`src/rtl/dfsm_v4_pkg.sv`:
```
// Shared types and helpers for the dfsm_v4 dataflow sequencer.
// Optional stall counter is enabled by DFSM_STALL_CNT_EN.
package dfsm_pkg;

  typedef enum logic [1:0] {
    IDLE = 2'd0,
    WAIT = 2'd1,
    LMAC = 2'd2,
    SHFT = 2'd3
  } state_e;

  localparam logic mdCONV = 1'b0;
  localparam logic mdMM   = 1'b1;

  localparam int DLY_LMAC = 2;
  localparam int DLY_RD   = 2;
  localparam int DLY_WGT  = 3;
  localparam int DLY_ACC  = 4;
  localparam int DLY_SHFT = 3;
  localparam int DLY_MM   = 3;

  function automatic int fw(input int mx);
    return $clog2(mx) + 1;
  endfunction

  function automatic int PW(input int mx);
    return fw(mx);
  endfunction

  function automatic int LW(input int mx);
    return fw(mx);
  endfunction

  function automatic int SW(input int mx);
    return fw(mx);
  endfunction

  // zero means one; anything above the maximum saturates
  function automatic int unsigned clampf(
    input int unsigned v,
    input int unsigned mx
  );
    if (v == 0) return 1;
    if (v > mx) return mx;
    return v;
  endfunction

endpackage

```
`src/rtl/dfsm_v4_if.sv`:
```
// Job/control bundle between the MAC-array datapath and dfsm_v4.
// stall_cnt exists only when DFSM_STALL_CNT_EN is defined.
interface dfsm_v4_if #(
  parameter int CW = 29
);
  logic          start;
  logic [CW-1:0] config_bits;
  logic          all_data_rdy;
  logic          in_en;
  logic          start_out;
  logic          in_en_bypass;
  logic          data_preread;
  logic          busy;
  logic          done;
  logic          lmac_en;
  logic          rd_en;
  logic          wgt_en;
  logic          acc_en;
  logic          shft_en;
  logic          flush;
  logic          mm_en;
`ifdef DFSM_STALL_CNT_EN
  logic [31:0]   stall_cnt;
`endif

  modport slave (
    input  start, config_bits, all_data_rdy, in_en,
`ifdef DFSM_STALL_CNT_EN
    output stall_cnt,
`endif
    output start_out, in_en_bypass, data_preread, busy, done,
    output lmac_en, rd_en, wgt_en, acc_en, shft_en, flush, mm_en
  );

  modport master (
    output start, config_bits, all_data_rdy, in_en,
`ifdef DFSM_STALL_CNT_EN
    input  stall_cnt,
`endif
    input  start_out, in_en_bypass, data_preread, busy, done,
    input  lmac_en, rd_en, wgt_en, acc_en, shft_en, flush, mm_en
  );
endinterface

```
`src/rtl/dfsm_v4_dly_line.sv`:
```
// Fixed-depth strobe delay line with synchronous active-low clear.
module dfsm_dly_line #(
  parameter int WIDTH = 1,
  parameter int DEPTH = 2
) (
  input  logic             clk_i,
  input  logic             clr_ni,
  input  logic [WIDTH-1:0] d_i,
  output logic [WIDTH-1:0] q_o
);

  logic [DEPTH-1:0][WIDTH-1:0] sr_q;

  always_ff @(posedge clk_i) begin
    if (!clr_ni) begin
      sr_q <= '0;
    end else begin
      sr_q[0] <= d_i;
      for (int i = 1; i < DEPTH; i++) sr_q[i] <= sr_q[i-1];
    end
  end

  assign q_o = sr_q[DEPTH-1];

endmodule

```
`src/rtl/dfsm_v4.sv`:
```
// Dataflow sequencer: periods of LMAC/SHFT with WAIT stalls, delayed strobes.
// Define DFSM_STALL_CNT_EN to add the stall_cnt status counter.
module dfsm_v4
  import dfsm_pkg::*;
#(
  parameter int MAX_nPERIOD = 8,
  parameter int MAX_nLMAC   = 12288,
  parameter int MAX_nSHFT   = 192,
  parameter int EXTRA_DLY   = 0
) (
  input logic       clk,
  input logic       rst,
  dfsm_v4_if.slave  bus
);

  localparam int PWD = PW(MAX_nPERIOD);
  localparam int LWD = LW(MAX_nLMAC);
  localparam int SWD = SW(MAX_nSHFT);
  localparam int CW  = 1 + PWD + LWD + SWD;
  localparam int CNW = fw((MAX_nLMAC > MAX_nSHFT) ? MAX_nLMAC : MAX_nSHFT);
  localparam int FD  = MAX_nSHFT + 2 + EXTRA_DLY;
  localparam int FW  = $clog2(FD);

  state_e         state_q, state_d;
  logic [CNW-1:0] mac_q, mac_d;
  logic [PWD-1:0] per_q, per_d;
  logic [PWD-1:0] nper_q, nper_d;
  logic [LWD-1:0] nlmac_q, nlmac_d;
  logic [SWD-1:0] nshft_q, nshft_d;
  logic           mode_q, mode_d;
  logic           done_q, done_d;
  logic           start_q, inen_q;
  logic [FD-1:0]  fl_q;

  logic [CW-1:0]  cfg;
  logic [PWD-1:0] cfg_np;
  logic [LWD-1:0] cfg_nl;
  logic [SWD-1:0] cfg_ns;
  logic           rdy, accept;
  logic           lm_last, sh_last, per_last;
  logic [FW-1:0]  tap;

  assign cfg    = bus.config_bits;
  assign rdy    = bus.all_data_rdy;
  assign accept = (state_q == IDLE) && bus.start;
  assign cfg_np = PWD'(clampf(32'(cfg[CW-2 -: PWD]), MAX_nPERIOD));
  assign cfg_nl = LWD'(clampf(32'(cfg[LWD+SWD-1 -: LWD]), MAX_nLMAC));
  assign cfg_ns = SWD'(clampf(32'(cfg[SWD-1:0]), MAX_nSHFT));

  assign lm_last  = mac_q == CNW'(nlmac_q - 1'b1);
  assign sh_last  = mac_q == CNW'(nshft_q - 1'b1);
  assign per_last = per_q == nper_q - 1'b1;

  always_comb begin
    state_d = state_q;
    mac_d   = mac_q;
    per_d   = per_q;
    mode_d  = mode_q;
    nper_d  = nper_q;
    nlmac_d = nlmac_q;
    nshft_d = nshft_q;
    done_d  = 1'b0;
    unique case (state_q)
      IDLE: begin
        if (bus.start) begin
          mode_d  = cfg[CW-1];
          nper_d  = cfg_np;
          nlmac_d = cfg_nl;
          nshft_d = cfg_ns;
          mac_d   = '0;
          per_d   = '0;
          state_d = WAIT;
        end
      end
      WAIT: begin
        if (rdy) state_d = LMAC;
      end
      LMAC: begin
        if (lm_last) begin
          mac_d   = '0;
          state_d = SHFT;
        end else begin
          mac_d = mac_q + 1'b1;
          if (!rdy) state_d = WAIT;
        end
      end
      SHFT: begin
        if (sh_last) begin
          mac_d = '0;
          per_d = per_q + 1'b1;
          if (per_last) begin
            done_d  = 1'b1;
            state_d = IDLE;
          end else begin
            state_d = rdy ? LMAC : WAIT;
          end
        end else begin
          mac_d = mac_q + 1'b1;
        end
      end
    endcase
  end

  always_ff @(posedge clk) begin
    if (!rst) begin
      state_q <= IDLE;
      mac_q   <= '0;
      per_q   <= '0;
      mode_q  <= mdCONV;
      nper_q  <= '0;
      nlmac_q <= '0;
      nshft_q <= '0;
      done_q  <= 1'b0;
      start_q <= 1'b0;
      inen_q  <= 1'b0;
      fl_q    <= '0;
    end else begin
      state_q <= state_d;
      mac_q   <= mac_d;
      per_q   <= per_d;
      mode_q  <= mode_d;
      nper_q  <= nper_d;
      nlmac_q <= nlmac_d;
      nshft_q <= nshft_d;
      done_q  <= done_d;
      start_q <= bus.start;
      inen_q  <= bus.in_en;
      fl_q    <= {fl_q[FD-2:0], (state_q == SHFT) && (mac_q == '0)};
    end
  end

  logic is_lmac, is_rw, is_shft, is_mm;
  logic lmac_dly, rd_dly, wgt_dly, acc_dly, shft_dly, mm_dly;

  assign is_lmac = state_q == LMAC;
  assign is_rw   = (state_q == LMAC) || (state_q == WAIT);
  assign is_shft = state_q == SHFT;
  assign is_mm   = is_lmac && (mode_q == mdMM);

  dfsm_dly_line #(.WIDTH(1), .DEPTH(DLY_LMAC + EXTRA_DLY)) u_lmac (
    .clk_i(clk), .clr_ni(rst), .d_i(is_lmac), .q_o(lmac_dly));
  dfsm_dly_line #(.WIDTH(1), .DEPTH(DLY_RD + EXTRA_DLY)) u_rd (
    .clk_i(clk), .clr_ni(rst), .d_i(is_rw), .q_o(rd_dly));
  dfsm_dly_line #(.WIDTH(1), .DEPTH(DLY_WGT + EXTRA_DLY)) u_wgt (
    .clk_i(clk), .clr_ni(rst), .d_i(is_rw), .q_o(wgt_dly));
  dfsm_dly_line #(.WIDTH(1), .DEPTH(DLY_ACC + EXTRA_DLY)) u_acc (
    .clk_i(clk), .clr_ni(rst), .d_i(is_lmac), .q_o(acc_dly));
  dfsm_dly_line #(.WIDTH(1), .DEPTH(DLY_SHFT + EXTRA_DLY)) u_shft (
    .clk_i(clk), .clr_ni(rst), .d_i(is_shft), .q_o(shft_dly));
  dfsm_dly_line #(.WIDTH(1), .DEPTH(DLY_MM + EXTRA_DLY)) u_mm (
    .clk_i(clk), .clr_ni(rst), .d_i(is_mm), .q_o(mm_dly));

  // tap follows the shadowed shift length so flush lands after the last shift-out
  assign tap = FW'(nshft_q) + FW'(EXTRA_DLY + 1);

  assign bus.start_out    = start_q;
  assign bus.in_en_bypass = inen_q;
  assign bus.data_preread = is_lmac;
  assign bus.busy         = state_q != IDLE;
  assign bus.done         = done_q;
  assign bus.lmac_en      = lmac_dly;
  assign bus.rd_en        = rd_dly;
  assign bus.wgt_en       = wgt_dly;
  assign bus.acc_en       = acc_dly;
  assign bus.shft_en      = shft_dly;
  assign bus.mm_en        = mm_dly;
  assign bus.flush        = fl_q[tap];

`ifdef DFSM_STALL_CNT_EN
  logic [31:0] stall_q;
  logic        seen_q;

  always_ff @(posedge clk) begin
    if (!rst) begin
      stall_q <= '0;
      seen_q  <= 1'b0;
    end else if (accept) begin
      stall_q <= '0;
      seen_q  <= 1'b0;
    end else begin
      if (is_lmac) seen_q <= 1'b1;
      if ((state_q == WAIT) && seen_q && (stall_q != '1))
        stall_q <= stall_q + 1'b1;
    end
  end

  assign bus.stall_cnt = stall_q;
`else
  logic unused_accept;
  assign unused_accept = accept;
`endif

endmodule
```
`src/flat_wrapper.sv`:
```
// flat-port wrapper written by rule: the top's interface ports become plain ports
module dfsm_v4_flat import dfsm_pkg::*;
#(
  parameter int MAX_nPERIOD = 8,
  parameter int MAX_nLMAC   = 12288,
  parameter int MAX_nSHFT   = 192,
  parameter int EXTRA_DLY   = 0
)
  (clk, rst, bus_start, bus_config_bits, bus_all_data_rdy, bus_in_en, bus_start_out, bus_in_en_bypass, bus_data_preread, bus_busy, bus_done, bus_lmac_en, bus_rd_en, bus_wgt_en, bus_acc_en, bus_shft_en, bus_flush, bus_mm_en);
  dfsm_v4_if bus_i ();
  input logic clk;
  input logic rst;
  input wire logic [$bits(bus_i.start)-1:0] bus_start;
  input wire logic [$bits(bus_i.config_bits)-1:0] bus_config_bits;
  input wire logic [$bits(bus_i.all_data_rdy)-1:0] bus_all_data_rdy;
  input wire logic [$bits(bus_i.in_en)-1:0] bus_in_en;
  output wire logic [$bits(bus_i.start_out)-1:0] bus_start_out;
  output wire logic [$bits(bus_i.in_en_bypass)-1:0] bus_in_en_bypass;
  output wire logic [$bits(bus_i.data_preread)-1:0] bus_data_preread;
  output wire logic [$bits(bus_i.busy)-1:0] bus_busy;
  output wire logic [$bits(bus_i.done)-1:0] bus_done;
  output wire logic [$bits(bus_i.lmac_en)-1:0] bus_lmac_en;
  output wire logic [$bits(bus_i.rd_en)-1:0] bus_rd_en;
  output wire logic [$bits(bus_i.wgt_en)-1:0] bus_wgt_en;
  output wire logic [$bits(bus_i.acc_en)-1:0] bus_acc_en;
  output wire logic [$bits(bus_i.shft_en)-1:0] bus_shft_en;
  output wire logic [$bits(bus_i.flush)-1:0] bus_flush;
  output wire logic [$bits(bus_i.mm_en)-1:0] bus_mm_en;
  assign bus_i.start = bus_start;
  assign bus_i.config_bits = bus_config_bits;
  assign bus_i.all_data_rdy = bus_all_data_rdy;
  assign bus_i.in_en = bus_in_en;
  assign bus_start_out = bus_i.start_out;
  assign bus_in_en_bypass = bus_i.in_en_bypass;
  assign bus_data_preread = bus_i.data_preread;
  assign bus_busy = bus_i.busy;
  assign bus_done = bus_i.done;
  assign bus_lmac_en = bus_i.lmac_en;
  assign bus_rd_en = bus_i.rd_en;
  assign bus_wgt_en = bus_i.wgt_en;
  assign bus_acc_en = bus_i.acc_en;
  assign bus_shft_en = bus_i.shft_en;
  assign bus_flush = bus_i.flush;
  assign bus_mm_en = bus_i.mm_en;
  dfsm_v4 #(.MAX_nPERIOD(MAX_nPERIOD), .MAX_nLMAC(MAX_nLMAC), .MAX_nSHFT(MAX_nSHFT), .EXTRA_DLY(EXTRA_DLY)) u_core (.clk(clk), .rst(rst), .bus(bus_i));
endmodule
```
`config.mk`:
```
export PLATFORM = sky130hd
export DESIGN_NAME = dfsm_v4_flat
export DESIGN_NICKNAME = d
export VERILOG_FILES = /design/src/rtl/dfsm_v4_pkg.sv /design/src/rtl/dfsm_v4_if.sv /design/src/rtl/dfsm_v4_dly_line.sv /design/src/rtl/dfsm_v4.sv /design/src/flat_wrapper.sv
export SDC_FILE = /design/constraint.sdc
export NUM_CORES = 1
export LEC_CHECK = 0
export CELL_PAD_IN_SITES_DETAIL_PLACEMENT = 0
export CELL_PAD_IN_SITES_GLOBAL_PLACEMENT = 2
export CORE_UTILIZATION = 40
export CTS_BUF_LIST = sky130_fd_sc_hd__clkbuf_2
export CTS_CLUSTER_SIZE = 24
export DETAILED_ROUTE_END_ITERATION = 10
export DONT_BUFFER_PORTS = 1
export PLACE_DENSITY = 0.76
export SKIP_LAST_GASP = 1
export SYNTH_ARGS = -nofsm -noshare
export SYNTH_HDL_FRONTEND = slang
export SYNTH_SLANG_ARGS = --single-unit
```
`constraint.sdc`:
```
create_clock -name clk -period 5.1 [get_ports clk]
set_input_delay 1.275 -clock clk [delete_from_list [all_inputs] [get_ports clk]]
set_output_delay 1.275 -clock clk [all_outputs]
set_load 0.03 [all_outputs]
```
* Word-level counts from Yosys, hierarchy flattened
Index checks and enable logic that the tools add are counted.
Operators by class: add/sub/neg operators 6, order comparisons 4, equality and inequality tests 10, multiplexer cells 39, reduce and logical (&&, ||, !) cells 16
Operators by type and width (number):
- $mux W15 | 5
- $pmux W15 S3 | 1
- $eq A15 B15 Y1 | 2
- $logic_not A15 Y1 | 2
- $mux W4 | 5
- $mux W9 | 2
- $add A15 B1 Y15 const B | 1
- $gt A15 B14 Y1 const B | 1
- $sub A15 B1 Y15 const B | 1
- $mux W1 | 14
- $mux W14 | 1
- $mux W2 | 7
- $sub A9 B1 Y10 const B | 1
- $gt A9 B8 Y1 const B | 1
- $logic_not A9 Y1 | 1
- $lt A8 B9 Y1 const B | 1
- $add A8 B1 Y8 const B | 1
- $bmux W1 S8 | 1
- $mux W8 | 1
- $pmux W2 S4 | 1
- $pmux W4 S2 | 1
- $reduce_and A3 Y1 | 2
- $add A4 B1 Y4 const B | 1
- $eq A2 B2 Y1 const B | 2
- 15 further kinds | 19
Storage, ports and cells: bits in registers 260, input port bits 34, output and inout port bits 12, word-level logic and storage cells 99

* Longest topological paths before layout
Gate-level depths: netlist of the first run.
word-level depth 5, gate-level depth with buffers 13, gate-level depth less buffers 9

* Modules after synthesis
From an unflattened synthesis of the first run, not the netlist that was laid out.
Unflattened totals: cells, all modules 960, area total of the unflattened synthesis 10628.9 um2
By module, submodules not included:
- dfsm_v4 | instances 1, cells an instance 926, area an instance 10182.3 um2, seq. area each 4944.7 um2
- dfsm_dly_line (u_core.u_mm ...) | instances 3, cells an instance 6, area an instance 78.8 um2, seq. area each 60.1 um2
- dfsm_dly_line (u_core.u_acc) | instances 1, cells an instance 8, area an instance 105.1 um2, seq. area each 80.1 um2
- dfsm_dly_line (u_core.u_lmac ...) | instances 2, cells an instance 4, area an instance 52.6 um2, seq. area each 40.0 um2

* Least setup slack after synthesis of the first run
Ideal clock, no wire load.
path type flip-flop to output port, start register u_core.nshft_q[0], end output bus_flush, arrival 3.754 ns, data required time 3.825 ns, setup slack 0.071 ns, stages on the path, launching flop included 13, path buffers 4, cell sequence dfxtp_1 clkbuf_1 clkbuf_1 inv_1 ha_1 clkbuf_1 clkbuf_1 mux4_2 mux4_2 mux2i_1 o21ai_0 o31ai_1 a22oi_1
On the way: word-level cells in the longest chain between the ends 3
RTL lines:
- start: declaration | line dfsm_v4.sv:29 | logic [SWD-1:0] nshft_q, nshft_d;
- start signal: assignment | line dfsm_v4.sv:124 | nshft_q <= nshft_d;
- $add A8 B1 Y8 | line dfsm_v4.sv:154 | assign tap = FW'(nshft_q) + FW'(EXTRA_DLY + 1);
- $bmux W1 S8 | line dfsm_v4.sv:167 | assign bus.flush = fl_q[tap];
- $mux W1 (implied by the code) | line dfsm_v4.sv:167
- end: declaration | line flat_wrapper.sv:27 | output wire logic [$bits(bus_i.flush)-1:0] bus_flush;
Every way passes these cells. The select of a mux whose other input is x is not followed.

* Worst setup path after layout of the first run
start register u_core.nshft_q[1], end output bus_flush
The elaborated chain is that of the path after synthesis.

==> results of run 1 <==
worst max-delay path: cells and delay by family (launching register included):
family,cells,cell delay [ns]
flops,1,0.40
fa+ha+maj,1,0.36
compound gates,3,0.47
mux,3,0.99
buf+inv,4,0.59
layout by cell type (no fill, tap or decap), drive strengths merged, types with 4 or more instances in the layout:
master	Yosys	final
dfxtp	260	260
and2	207	207
clkbuf	52	92
mux4	59	59
nor2	39	39
xor2	32	32
nand2	26	26
nor3	24	24
nand3	23	23
clkinv	1	21
buf	8	21
xnor2	20	20
inv	18	20
a21oi	18	18
a22o	16	16
and3	12	12
nor4	12	12
o21ai	11	11
ha	11	11
nand4	9	9
mux2i	9	9
or4	8	8
nor3b	7	7
o31ai	7	7
a31oi	6	6
o211ai	6	6
o2111ai	4	4
nor2b	4	4
or2	4	4
o311ai	4	4
layer usage:
layer  vias up  share of wire (%)  wire (um)
met5         -                  0          0
met4         0                2.1        450
met3        30                4.7       1033
met2       135                 45       9798
met1      3279                 49      10650
li1       3453                  -          -
sequential cells by signal, indices dropped and copies added (netlist names), 2 cells and up:
| name | flops |
|---|---|
| u_core.fl_q | 194 |
| u_core.mac_q | 15 |
| u_core.nlmac_q | 15 |
| u_core.nper_q | 4 |
| u_core.nshft_q | 9 |
| u_core.per_q | 4 |
| u_core.state_q | 2 |
| u_core.u_mm.sr_q | 2 |
| u_core.u_shft.sr_q | 2 |
stage by stage:
stage / area [um2] / hold WS [ns] / util (%) / setup slack [ns] / power (mW)
finish: 11530 / 0.4246 / 45.40 / 0.2056 / 4.265
global route: 11530 / 0.4430 / 45.40 / 0.001446 / 4.543
CTS: 11420 / 0.4112 / 44.96 / 0.05859 / 4.319
detailed placement: 10780 / 0.4190 / 42.42 / 0.4097 / 2.851
global placement: 10780 / 0.4140 / 42.42 / 0.4652 / 2.857
floorplan: 10470 / 0.4119 / - / 0.07085 / 2.701
worst max path at each step:
stage / start / endpoint / slack [ns] / cells past startpoint
2_1_floorplan: u_core.nshft_q[0]$_SDFFE_PN0P_ / bus_flush / 0.07 / 12
3_3_place_gp: u_core.nshft_q[1]$_SDFFE_PN0P_ / bus_flush / 0.47 / 10
3_5_place_dp: u_core.nshft_q[1]$_SDFFE_PN0P_ / bus_flush / 0.41 / 10
4_1_cts: u_core.nshft_q[1]$_SDFFE_PN0P_ / bus_flush / 0.06 / 10
5_1_grt: u_core.nshft_q[1]$_SDFFE_PN0P_ / bus_flush / 0.001 / 11
6_report: u_core.nshft_q[1]$_SDFFE_PN0P_ / bus_flush / 0.21 / 11
logic make-up after synthesis:
logic type,count (synthesis)
AOI/OAI and AO/OA,93
xor gates and xnor gates,52
adders and majority gates,11
buffers and inverters,79
DFF,260
muxes,69
and+or+nand+nor,389
final cells by class:
| class | instances | area [um2] | share of cell area [%] |
|---|---|---|---|
| inverter | 19 | 71.32 | 0.6184 |
| multi-input combinational | 614 | 4999 | 43.34 |
| timing repair buffer | 21 | 217.7 | 1.888 |
| antenna | 1 | 2.502 | 0.02170 |
| clock buffer | 92 | 460.4 | 3.993 |
| clock inverter | 25 | 156.4 | 1.356 |
| sequential | 260 | 5213 | 45.20 |
| tap | 330 | 412.9 | 3.580 |
what timing repair did:
item	4_1_cts	5_1_grt
setup buffers	1	10
gates resized for setup	3	7
hold buffers	0	0
pin swaps	1	2
endpoints found under the setup margin	1	1
cloned	0	0
report_power, final:
part	switching, mW	internal [mW]	leakage [nW]
sequential	0.0694	2.08	2.10
clock	0.836	0.593	0.455
combinational	0.411	0.279	2.00
==> impl_metrics.tcl, run 1 <==
set metrics [dict create \
    status "finished, final reports clean" \
    powerDensity_mw_per_mm2 369.8 \
    clock-sinks 260 \
    clock-skew-final_ns 0.05254 \
    period_share_pct 95.97 \
    gr-usage-met1_pct 22.66 \
    muxShareOfSynthArea_pct 13.65 \
    cts_tree "done" \
    core_area_mm2 0.02540 \
    period_needed_ns 4.894 \
    instances_no_fill 1362 \
    netlist_area_mm2 0.01047 \
    syn_nets 998 \
    grt.busiest_layer "met2" \
    min_path_type "register to register" \
    setup_viol 0 \
    vias 6897 \
    r2r-start "u_core.nlmac_q[2]$_SDFFE_PN0P_" \
    relSlewSlack_pct 24.94 \
    holdPathEnd "u_core.fl_q[124]$_SDFF_PN0_" \
    peakVddDrop_v 0.0002143 \
    grt_pass1_vias 6947 \
    critPathKind "register to primary output" \
    drt_iter0_drc 413 \
    dr.pass1.iters 4 \
    grt_first_pass_wirelength_um 36090 \
    numCtsBuffers 69 \
    nFillCells 2481 \
    cts.htree.levels 3 \
    rsz0062_at_grt "false" \
    rr_endpoint "u_core.mac_q[4]$_SDFFE_PN0P_" \
    synthAdderAreaFrac_pct 1.314 \
    grt_use_met2_pct 26.48 \
    crit_chain "inv_1 > ha_4 > buf_4 > buf_4 > mux4_2 > mux4_2 > mux2i_2 > o2111ai_1 > o31ai_1 > a22oi_1 > buf_4" \
    synth_top_family_by_area "simple AND/OR/NAND/NOR gates" \
    clkTransAtPathRegs_ns 0.11 \
    finalHoldViolations 0 \
    pin_count 46 \
    gp_congestion 0.7756 \
    power.leakage_nw 4.552 \
    fin_tns_setup_ns 0 \
    grtUsageMet3_pct 4.242 \
    ys_seq_area_share_pct 49.70 \
    synthTopCellsByArea "dfxtp_1, mux4_2, and2_1, xor2_1, clkbuf_1" \
    critPathMaxFanout 8 \
    grt_max_degree 219 \
    areaGrowthSynthToFinish_pct 10.11 \
    postSynthCellCount 953 \
    grt_overflow 0 \
    synth_warnings 0 \
    die_w_um 163.8 \
    required_ns 3.83 \
    rows 58 \
    synth-xor-area-share_pct 4.348 \
    maxCapViolations 0 \
    wl_per_cell_um 16.10 \
    synth_compound_gate_area_share_pct 6.439 \
    die-area_mm2 0.02684 \
    die_y_um 163.8 \
    arrival_ns 3.62 \
    ys_ff_latch 260 \
    drc 0 \
    critical-path-max-stage-delay_ns 0.50 \
    cp_common_cell "buf_4" \
    final_antenna_net_count 0 \
    holdCritStartpoint "u_core.fl_q[123]$_SDFF_PN0_" \
    drive_above_1_share_pct 18.82 \
    clock_latency_ns 0.79 \
    max_freq_ghz 0.2043 \
    reg2reg_depth 7 \
    syn_area_per_cell_um2 10.99 \
    worst_pin_slew_ns 1.117 \
    synth.top_cells.by_count "dfxtp_1, and2_1, mux4_2, clkbuf_1, nor2_1" \
    via_per_inst 5.064 \
    start_util_pct 41.24 \
    crit_slowest_cell "mux4_2" \
    end_kind "primary output" \
    yosysMostFrequentCell "dfxtp_1" \
    regToRegSetupSlack_ns 1.63 \
    yosys.area_share.simple_pct 21.54 \
    portBuffers 0 \
    synthArstFlopShare_pct 0 \
    synthDominantCellAreaShare_pct 49.70 \
    slew_violations 0 \
    antenna_found_initial 1 \
    startpoint_type "register" \
    ys.flop_type "dfxtp_1" \
    clockBufferDepth 3 \
    synth_edf_count 0 \
    yosys.area.top_type "dfxtp_1" \
    hpwl_um 13680 \
    wl_um 21930 \
    cts_root_buffer "clkbuf_2" \
    hold_depth 1 \
    grt_usage_pct 17.15 \
    dp_cells 1233 \
    ys_types 54 \
    nets 1030 \
]
No activity file was read; power rests on OpenSTA's default activity.
==> run 2, diff against run 1 <==
Settings changed: CORE_ASPECT_RATIO from default to 0.75, CTS_CLUSTER_DIAMETER from default to 30.
==> run 2 against run 1 <==
  * Cell count down 2.4%
  * Power down 1.0%
  * Clock power down 4%
  * Register-to-register slack worse by 0.02 ns
  * Worst setup slack better by 0.073 ns
  * Largest power group unchanged
  * Hold slack worse by 0.0091 ns
  * Non-clock buffer count down 5
  * Sequential share of layout area up 0.45 points
  * Combinational power down 0.6%
  * Largest cell class unchanged
  * Clock skew up 0.017 ns
  * Die area about the same
==> impl_metrics.tcl, run 2 (synthesis gave the netlist of run 1 again) <==
set metrics [dict create \
    status "finished, final reports clean" \
    final_antenna_net_count 0 \
    clock-sinks 260 \
    hpwl_um 14830 \
    powerDensity_mw_per_mm2 369.9 \
    end_kind "primary output" \
    vias 6821 \
    cts.htree.levels 2 \
    dp_cells 1241 \
    gp_congestion 0.7869 \
    instances_no_fill 1329 \
    grt_pass1_vias 6528 \
    pin_count 46 \
    clock-skew-final_ns 0.06978 \
    cts_root_buffer "clkbuf_2" \
    reg.largest.list "u_core.fl_q x194, u_core.mac_q x15, u_core.nlmac_q x15" \
    layout_commonest_cell "dfxtp_1" \
    areaGrowthSynthToFinish_pct 8.971 \
    power.leakage_nw 4.415 \
    grt_overflow 0 \
    wl_per_cell_um 17.40 \
    crit_slowest_cell "dfxtp_2" \
    numCtsBuffers 44 \
    rows 50 \
    min_path_type "register to register" \
    clock_latency_ns 0.86 \
    arrival_ns 3.55 \
    via_per_inst 5.132 \
    critPathKind "register to primary output" \
    nFillCells 2441 \
    drive_above_1_share_pct 16.57 \
    final_cell_mix "dfxtp_1, and2_1, mux4_2" \
    timing.hold.ws_ns 0.4155 \
    fin_tns_setup_ns 0 \
    portBuffers 0 \
    die_y_um 142.1 \
    hold_buffers 0 \
    crit_chain "ha_1 > nand3_1 > xnor2_1 > mux4_2 > mux2_2 > and3_1 > o21ai_0 > a22oi_1 > buf_4" \
    start_util_pct 41.34 \
    maxCapViolations 0 \
    finalHoldViolations 0 \
    grt_max_degree 219 \
    rsz0062_at_grt "false" \
    required_ns 3.83 \
    wl_um 23120 \
    core_area_mm2 0.02534 \
    largest_register "u_core.fl_q" \
    worst_pin_slew_ns 0.9649 \
    relSlewSlack_pct 35.67 \
    period_needed_ns 4.821 \
    peakVddDrop_v 0.0001913 \
    drc 0 \
    max_freq_ghz 0.2074 \
    period_share_pct 94.53 \
    slew_violations 0 \
    grt_first_pass_wirelength_um 36860 \
    nets 1000 \
    dr.pass1.iters 5 \
    startpoint_type "register" \
    die-area_mm2 0.02684 \
    critical-path-max-stage-delay_ns 0.43 \
    largest_register_ffs 194 \
    regToRegSetupSlack_ns 1.61 \
    grt_usage_pct 17.54 \
    cts_tree "done" \
    critPathMaxFanout 8 \
    antenna_found_initial 1 \
    die_w_um 188.9 \
    clkTransAtPathRegs_ns 0.19 \
    path_buf_inv 1 \
    crit_family "multiplexers" \
    drt_iter0_drc 379 \
    clockBufferDepth 3 \
    power_mw 4.222 \
    setup_viol 0 \
]
run 2: cell type report:
cell class | count | area, um2 | share of cell area (%)
Sequential cell | 260 | 5210 | 45.65
Multi-Input combinational cell | 614 | 4985 | 43.67
Tap cell | 338 | 422.9 | 3.705
Clock inverter | 33 | 304.0 | 2.664
Clock buffer | 48 | 240.2 | 2.105
Timing Repair Buffer | 16 | 177.7 | 1.557
Inverter | 19 | 71.32 | 0.6249
Antenna cell | 1 | 2.502 | 0.02193
run 2: final timing paths:
| kind | start | end | depth (start not counted) |
|---|---|---|---|
| setup / recovery | u_core.nshft_q[1]$_SDFFE_PN0P_ | bus_flush | 9 |
| hold / removal | u_core.fl_q[14]$_SDFF_PN0_ | u_core.fl_q[15]$_SDFF_PN0_ | 1 |
| setup reg to reg | u_core.nlmac_q[3]$_SDFFE_PN0P_ | u_core.mac_q[9]$_SDFFE_PN0P_ | 7 |
| hold reg to reg | u_core.fl_q[14]$_SDFF_PN0_ | u_core.fl_q[15]$_SDFF_PN0_ | 1 |
run 2: power breakdown:
group | internal (mW) | leakage, nW | total (mW) | switching, mW
Combinational | 0.269 | 1.97 | 0.686 | 0.418
Clock | 0.520 | 0.347 | 1.37 | 0.855
Sequential | 2.08 | 2.10 | 2.16 | 0.0800
Total | 2.87 | 4.42 | 4.22 | 1.35
run 2: routing by layer:
| layer | vias to the layer above | wire, um | part of all wire [%] | track usage (%) |
|---|---|---|---|---|
| li1 | 3385 | - | - | - |
| met1 | 3265 | 12970 | 56 | 29.12 |
| met2 | 145 | 8557 | 37 | 21.07 |
| met3 | 26 | 1250 | 5.4 | 4.241 |
| met4 | 0 | 342 | 1.5 | 5.433 |
| met5 | - | 0 | 0 | 0 |
run 2: stage by stage:
step	area [um2]	worst slack, ns	utilization [%]
after floorplan	10470	0.07085	-
after global placement	10770	0.6643	42.49
after detailed placement	10770	0.6120	42.49
after CTS	11360	0.02374	44.84
after global routing	11410	0.007678	45.05
final	11410	0.2789	45.05
run 2: repair_timing:
action / CTS / global route
cloned: 0 / 1
buffers inserted: 3 / 2
resized for setup: 2 / 2
endpoints found under the setup margin: 1 / 1
pin swaps: 1 / 1
